## config.mk

```make
export PLATFORM = sky130hd
export DESIGN_NAME = interrupt_trap_sequencer
export DESIGN_NICKNAME = d
export VERILOG_FILES = /design/src/rtl/interrupt_trap_sequencer.sv
export SDC_FILE = /design/constraint.sdc
export NUM_CORES = 1
export LEC_CHECK = 0
export ABC_CLOCK_PERIOD_IN_PS = 2760
export CORE_ASPECT_RATIO = 1.2
export CORE_MARGIN = 2
export CORE_UTILIZATION = 30
export DETAILED_ROUTE_END_ITERATION = 10
export MAX_ROUTING_LAYER = met4
export PLACE_DENSITY = 0.86
export RECOVER_POWER = 25
export SYNTH_ARGS = -nofsm -noshare
export SYNTH_HDL_FRONTEND = slang
export SYNTH_SLANG_ARGS = --single-unit
```

## constraint.sdc

```tcl
create_clock -name clk_in -period 2.76 [get_ports clk_in]
set_clock_uncertainty 0.05 [all_clocks]
set_input_delay 0.552 -clock clk_in [delete_from_list [all_inputs] [get_ports clk_in]]
set_output_delay 0.552 -clock clk_in [all_outputs]
set_load 0.02 [all_outputs]
```

## src/rtl/interrupt_trap_sequencer.sv

```systemverilog
// Machine-mode interrupt entry/return sequencer: synchronises and masks IRQ lines, drains the pipeline,
// strobes mepc capture, redirects fetch to the trap vector and back on mret. Optional: IRQ_CAUSE_REG_EN adds mcause_out.
module interrupt_trap_sequencer #(
  parameter logic [63:0] TRAP_VECTOR = 64'h100,
  parameter int          NUM_IRQ     = 3,
  parameter int          SYNC_STAGES = 2
) (
  input  logic               clk_in,
  input  logic               rst_in,
  input  logic [NUM_IRQ-1:0] irq_lines_in,
  input  logic [NUM_IRQ-1:0] mie_in,
  input  logic               pipeline_busy_in,
  input  logic               mret_in,
  input  logic [63:0]        instr_address_in,
  input  logic [63:0]        csr_mepc_in,
  output logic               stall_out,
  output logic               flush_out,
  output logic               interrupt_signal_out,
  output logic               redirect_valid_out,
  output logic [63:0]        redirect_pc_out,
  output logic [NUM_IRQ-1:0] irq_ack_out,
  output logic               in_handler_out,
`ifdef IRQ_CAUSE_REG_EN
  output logic [63:0]        mcause_out,
`endif
  output logic [2:0]         state_out
);

  typedef enum logic [2:0] {
    IDLE    = 3'd0,
    DRAIN   = 3'd1,
    ENTER   = 3'd2,
    HANDLER = 3'd3,
    RETURN  = 3'd4
  } state_t;

  state_t state_q, state_d;
  logic [2:0] id_q, id_d;
  logic [2:0] sel_id;
  logic       found;
  logic [NUM_IRQ-1:0] sync_q [SYNC_STAGES];
  logic [NUM_IRQ-1:0] pending;
  logic [7:0]         pending_ext;

  logic               stall_d, flush_d, intr_d, rv_d, inh_d;
  logic [63:0]        pc_d;
  logic [NUM_IRQ-1:0] ack_d;

  // mepc itself is captured by the CSR block on the strobe; the address only passes by this block.
  logic unused_addr;
  assign unused_addr = ^instr_address_in;

  always_ff @(posedge clk_in or posedge rst_in) begin
    if (rst_in) begin
      for (int i = 0; i < SYNC_STAGES; i++) sync_q[i] <= '0;
    end else begin
      sync_q[0] <= irq_lines_in;
      for (int i = 1; i < SYNC_STAGES; i++) sync_q[i] <= sync_q[i-1];
    end
  end

  assign pending     = sync_q[SYNC_STAGES-1] & mie_in;
  assign pending_ext = 8'(pending);

  // Fixed priority: descending scan so the lowest set index is the last assignment.
  always_comb begin
    sel_id = 3'd0;
    for (int i = NUM_IRQ - 1; i >= 0; i--) begin
      if (pending[i]) sel_id = 3'(i);
    end
    found = |pending;
  end

  always_ff @(posedge clk_in or posedge rst_in) begin
    if (rst_in) begin
      state_q <= IDLE;
      id_q    <= 3'd0;
    end else begin
      state_q <= state_d;
      id_q    <= id_d;
    end
  end

  // redirect_valid_out is a single-cycle qualifier for redirect_pc_out with no back-pressure;
  // the PC mux must accept it in the cycle it is high. The pc bus is zero whenever valid is low.
  always_comb begin
    state_d = state_q;
    id_d    = id_q;
    stall_d = 1'b0;
    flush_d = 1'b0;
    intr_d  = 1'b0;
    rv_d    = 1'b0;
    inh_d   = 1'b0;
    pc_d    = 64'd0;
    ack_d   = '0;

    case (state_q)
      IDLE: begin
        if (found) begin
          id_d    = sel_id;
          state_d = DRAIN;
        end
      end
      DRAIN: begin
        if (!pending_ext[id_q])     state_d = IDLE;
        else if (!pipeline_busy_in) state_d = ENTER;
      end
      ENTER:   state_d = HANDLER;
      HANDLER: if (mret_in) state_d = RETURN;
      RETURN:  state_d = IDLE;
      default: state_d = IDLE;
    endcase

    // Outputs are decoded from the next state so they are registered alongside it.
    case (state_d)
      DRAIN: stall_d = 1'b1;
      ENTER: begin
        stall_d = 1'b1;
        flush_d = 1'b1;
        intr_d  = 1'b1;
        rv_d    = 1'b1;
        pc_d    = TRAP_VECTOR;
        for (int i = 0; i < NUM_IRQ; i++) ack_d[i] = (id_d == 3'(i));
      end
      HANDLER: inh_d = 1'b1;
      RETURN: begin
        flush_d = 1'b1;
        rv_d    = 1'b1;
        pc_d    = csr_mepc_in;
        inh_d   = 1'b1;
      end
      default: ;
    endcase
  end

  always_ff @(posedge clk_in or posedge rst_in) begin
    if (rst_in) begin
      stall_out            <= 1'b0;
      flush_out            <= 1'b0;
      interrupt_signal_out <= 1'b0;
      redirect_valid_out   <= 1'b0;
      redirect_pc_out      <= 64'd0;
      irq_ack_out          <= '0;
      in_handler_out       <= 1'b0;
    end else begin
      stall_out            <= stall_d;
      flush_out            <= flush_d;
      interrupt_signal_out <= intr_d;
      redirect_valid_out   <= rv_d;
      redirect_pc_out      <= pc_d;
      irq_ack_out          <= ack_d;
      in_handler_out       <= inh_d;
    end
  end

`ifdef IRQ_CAUSE_REG_EN
  always_ff @(posedge clk_in or posedge rst_in) begin
    if (rst_in)                mcause_out <= 64'd0;
    else if (state_d == ENTER) mcause_out <= {1'b1, 60'd0, id_d};
  end
`endif

  assign state_out = state_q;

endmodule

```

== Word level (Yosys, flattened, before mapping) ==
Index checks and enable logic that the tools add are counted.
Word-level totals
  register bits: 83
  bits of input ports: 138
  output and inout port bits: 75
Operators by class
  order comparisons: 1
  equality and inequality tests: 9
  muxes and demuxes: 18
  bitwise operators: 1
  reductions and logical operators: 6
Operators by type and width (count)
  64-bit case mux with 2 select lines: 1
  3-bit two-way mux: 9
  3-bit by 2-bit equality test with 1-bit output (second input constant): 5
  3-bit case mux with 4 select lines: 1
  3-bit by 1-bit equality test with 1-bit output (second input constant): 3
  3-bit zero test: 2
  2-bit OR reduction: 3
  1-bit two-way mux: 5
  3-bit by 4-bit < comparator with 1-bit output (second input constant): 1
  3-bit bitwise AND: 1
  1-bit binary-select mux with 3-bit select: 1
  3-bit equality test (second input constant): 1
  3-bit OR reduction: 1
  2-bit two-way mux: 1

== Logic depth before layout (Yosys ltp) ==
  depth after elaboration: 8
  gate-level depth with buffers: 6
  depth with buffers taken out: 4

== Worst setup path after synthesis ==
No wires, ideal clock.
  path kind: register to register
  start point: register state_q[2], in the netlist state_out[2]
  end point: register irq_ack_out[1]
  library setup time: 0.126 ns
  arrival time: 1.263 ns
  required time: 2.584 ns
  slack: 1.321 ns
  stages on the path, launching flop included: 5
  path through: dfrtp_1 > or3_4 > a21oi_2 > o21ai_2 > nor3b_2
RTL lines
  from (decl): line 37  | state_t state_q, state_d;
  from (signal assigned): line 79  | state_q <= state_d;
  3-bit zero test: line 97  | case (state_q)
  3-bit two-way mux: line 97
  named net id_d[0]: line 38  | logic [2:0] id_q, id_d;
  3-bit by 1-bit equality test with 1-bit output: line 123  | for (int i = 0; i < NUM_IRQ; i++) ack_d[i] = (id_d == 3'(i));
  3-bit two-way mux: line 115  | case (state_d)
  named net ack_d[1]: line 47  | logic [NUM_IRQ-1:0] ack_d;
  to (signal assigned): line 151  | irq_ack_out <= ack_d;
  to (decl): line 21  | output logic [NUM_IRQ-1:0] irq_ack_out,
The timed path passes the listed nets, and every way through them passes these cells.

== Final worst setup path ==
  start point: register state_q[1], in the netlist state_out[1]
  end point: output state_out[1]
RTL lines
  to (decl): line 26  | output logic [2:0] state_out
No word-level cell between the ends.

==> summary.md <==
| Metric | Value |
|---|---|
| Complex-gate fraction of the synthesized area | 2.46% |
| Multi-input logic area | 621 um^2 |
| Worst min-delay path class | register to register |
| Post-synth EDFFs | 0 |
| RSZ-0062 raised after global routing | false |
| Setup Buffers After CTS | 0 |
| Initial drt markers | 77 |
| CP Class | register to output pin |
| Clock slew seen by the registers of the worst setup and hold paths | 80 ps |
| Crit path max-delay family | buffers and inverters |
| Crit end category | output pin |
| DR vias/cell | 4.04 |
| Final setup fails | 0 |
| H-tree levels | 3 |
| Synth area leaders | dfrtp_1, and2_1, buf_6 |
| Sw frac | 27.6% |
| Worst path cell trace | clkdlybuf4s50_1 |
| Fin util | 50.2% |
| Post-route minimum period | 2050 ps |
| Core Footprint | 0.00908 mm^2 |
| CTS Root Cell | clkbuf_8 |
| Register Area | 0.00208 mm^2 |
| Max Root-Sink Buffers | 2 |
| Pwr per Cell Area | 667 mW/mm^2 |
| Worst setup path startpoint | state_out[1] |
| Tightest Pin Transition | 907 ps |
| Max-slew violation count | 0 |
| Req. time, crit path | 2160 ps |
| Synthesized net count | 330 |
| Final wirelength | 6300 um |
| Critical Path Start Type | register |
| Initial antenna violation count | 1 |
| # clock sinks | 83 |
| Slack of the critical path | 710 ps |
| Num CTS Buffers | 9 |
| Slowest CP cell | clkdlybuf4s50_1 |
| Area grow syn2layout | 62.8% |
| Die width | 92.2 um |
| Slew HR | 39.6% |
| Post-Synth Adder-Cell Area | 0% |
| Clk_lat worst skew | 340 ps |
| GP Congestion | 0.828 |
| Status | finished clean |
| Final non-filler cell area | 0.00456 mm^2 |
| Post-Syn Instances | 192 |
| Reg2reg start | state_out[1] |
| Total Die Area | 0.0101 mm^2 |
| First-pass GRT wire length | 9800 um |
| Buf+Inv Stages, Crit Path | 1 |
| HP Start | sync_q[4] |
| Detail Placement HPWL | 4680 um |
| Largest fanout on the critical path | 5 |
| Nets | 483 |
| Vias in the first global route | 2043 |
| Largest area contributor in the netlist | dfrtp_1 |
| CTS Hold Buffers Added | 0 |
| DRC | 0 |
| Post_cts resized | 0 |
| Peak VDD IR | 0.284 mV |
| Flop pwr share | 46.4% |
| Simple-gate share of the synthesized area | 20.0% |
| Post-route antenna net violation count | 0 |
| Detailed Routing Iterations Pass 1 | 4 |
| Total power | 0.00304 W |
| DR vias | 1901 |
| Worst slack at placement | 691 ps |
| Leakage | 2.07 nW |
| Post-synth top area share | 74.1% |
| Max-cap violations | 0 |
| FF+latch count, synth | 83 |
| Switch Pwr | 0.000840 W |
| Final period util | 74.3% |
| Post-Syn Area per Cell | 14.6 um^2 |
| Share of cells above drive strength 1 | 7.74% |
| WL/cell | 13.4 um |
| Sequential fraction of the synthesis area | 74.1% |
| Ys Warns | 0 |
| Worst stage delay on the critical path | 650 ps |
| Comb pwr share | 25.7% |
| Main combinational cell family by area after synthesis | simple AND/OR/NAND/NOR gates |
| Total global-route track usage | 13.3% |
| P_int | 0.00220 W |
| Layout fillers | 792 |
| Initial Util | 30.8% |
| Main synth FF type | dfrtp_1 |
| Ports | 213 |
| Worst endpoint data arrival time | 1450 ps |
| Std-Cell Rows | 38 |
| CTS tree | built |
| Cell Area, Placed | 0.00439 mm^2 |
| Die Height | 110 um |
| Xor/xnor share of the synthesized area | 0% |
| Port Buf Inserts | 148 |
| Async SR Flop Fraction | 100% |
| Largest net degree at the start of global routing | 67 |
| Post-Syn Area | 0.00280 mm^2 |
| Mux cell area share after synthesis | 0% |
| Cell variety after synth | 24 |
| Clk pwr share | 27.9% |
| Fin. Hold Viols | 0 |
| Max Clk Rate | 488 MHz |
| TNS Setup | 0 ps |
| Grt ovf | 0 |
layout make-up:
cell class | instances | share of cell area [%]
diodes | 1 | 0.0549
clock buffers | 13 | 3.49
clock inverters | 2 | 0.768
inverters | 6 | 0.521
multi-input cells | 95 | 13.6
flip-flops and latches | 83 | 45.6
well taps | 120 | 3.29
repair buffers | 150 | 32.7
Yosys cell counts (2+ instances only):
library cell  number
a21oi_2            3
and2_1            63
buf_6              5
clkbuf_2           2
dfrtp_1           83
inv_1              6
nand2_1            9
nand3_1            3
nor3b_2            2
o211ai_1           2
stage by stage:
step | hold slack, ps | std cells
floorplan | 281 | 192
global placement | 284 | 454
detailed placement | 285 | 454
CTS | 302 | 469
global route | 315 | 470
finish | 300 | 470
state kept, by name, indices dropped and copies added, names as in the netlist:
register / flops
stall_out: 1
id_q: 3
redirect_pc_out: 64
irq_ack_out: 3
sync_q: 6
interrupt_signal_out: 1
redirect_valid_out: 1
state_out: 3
in_handler_out: 1
cell families (layout without fill, tap and decap cells):
kind of cell | count (synthesis) | count (layout)
compound gates | 9 | 9
other cells | 0 | 1
simple gates | 86 | 86
flops | 83 | 83
buf+inv | 14 | 171
per-layer routing:
metal | global-route usage [%] | vias up | wire, um | part of all wire, %
met4 | 6.61 | 0 | 97 | 1.5
met2 | 21.6 | 94 | 3320 | 53
met3 | 5.21 | 7 | 512 | 8.1
li1 | - | 903 | - | -
met1 | 14.3 | 897 | 2370 | 38
met5 | - | - | 0 | 0
worst register-to-register path, stage by stage (launching register included):
cell and delay [ps]:
dfrtp_1 460, nor2b_1 240, and3_4 570, nand2_1 120, nand2_1 110
final timing paths:
path	end	slack, ps	cells past startpoint
hold reg to reg	sync_q[1]	300	0
min in group asynchronous	redirect_pc_out[53]	590	2
hold / removal	sync_q[1]	300	0
setup reg to reg	redirect_pc_out[8]	1140	4
max in group asynchronous	redirect_pc_out[34]	900	3
setup / recovery	state_out[1]	710	1
cells in the final DEF (no fill, tap or decap):
master and instances:
a21oi_2 3, a31oi_1 1, and2_1 63, and3_4 1, bufinv_16 1, clkbuf_1 2
clkbuf_2 2, clkbuf_8 11, clkdlybuf4s50_1 144, clkinv_2 1, clkinvlp_2 1, dfrtp_1 83
diode_2 1, dlygate4sd3_1 4, inv_1 5, nand2_1 9, nand3_1 3, nand4_1 1
nand4_2 1, nor2b_1 2, nor3_1 1, nor3_2 1, nor3b_2 2, nor4b_2 1
o211ai_1 2, o21ai_0 1, o21ai_2 1, o21bai_1 1, or3_4 1
power by group through the flow:
stage / combinational (W) / sequential [W] / clock [W]
global route: 0.000841 / 0.00143 / 0.000933
global placement: 0.000783 / 0.00143 / 0
floorplan: 0.000268 / 0.00158 / 0
CTS: 0.000802 / 0.00141 / 0.000884
detailed placement: 0.000796 / 0.00143 / 0
finish: 0.000781 / 0.00141 / 0.000850
(Power assumes the default switching activity.)
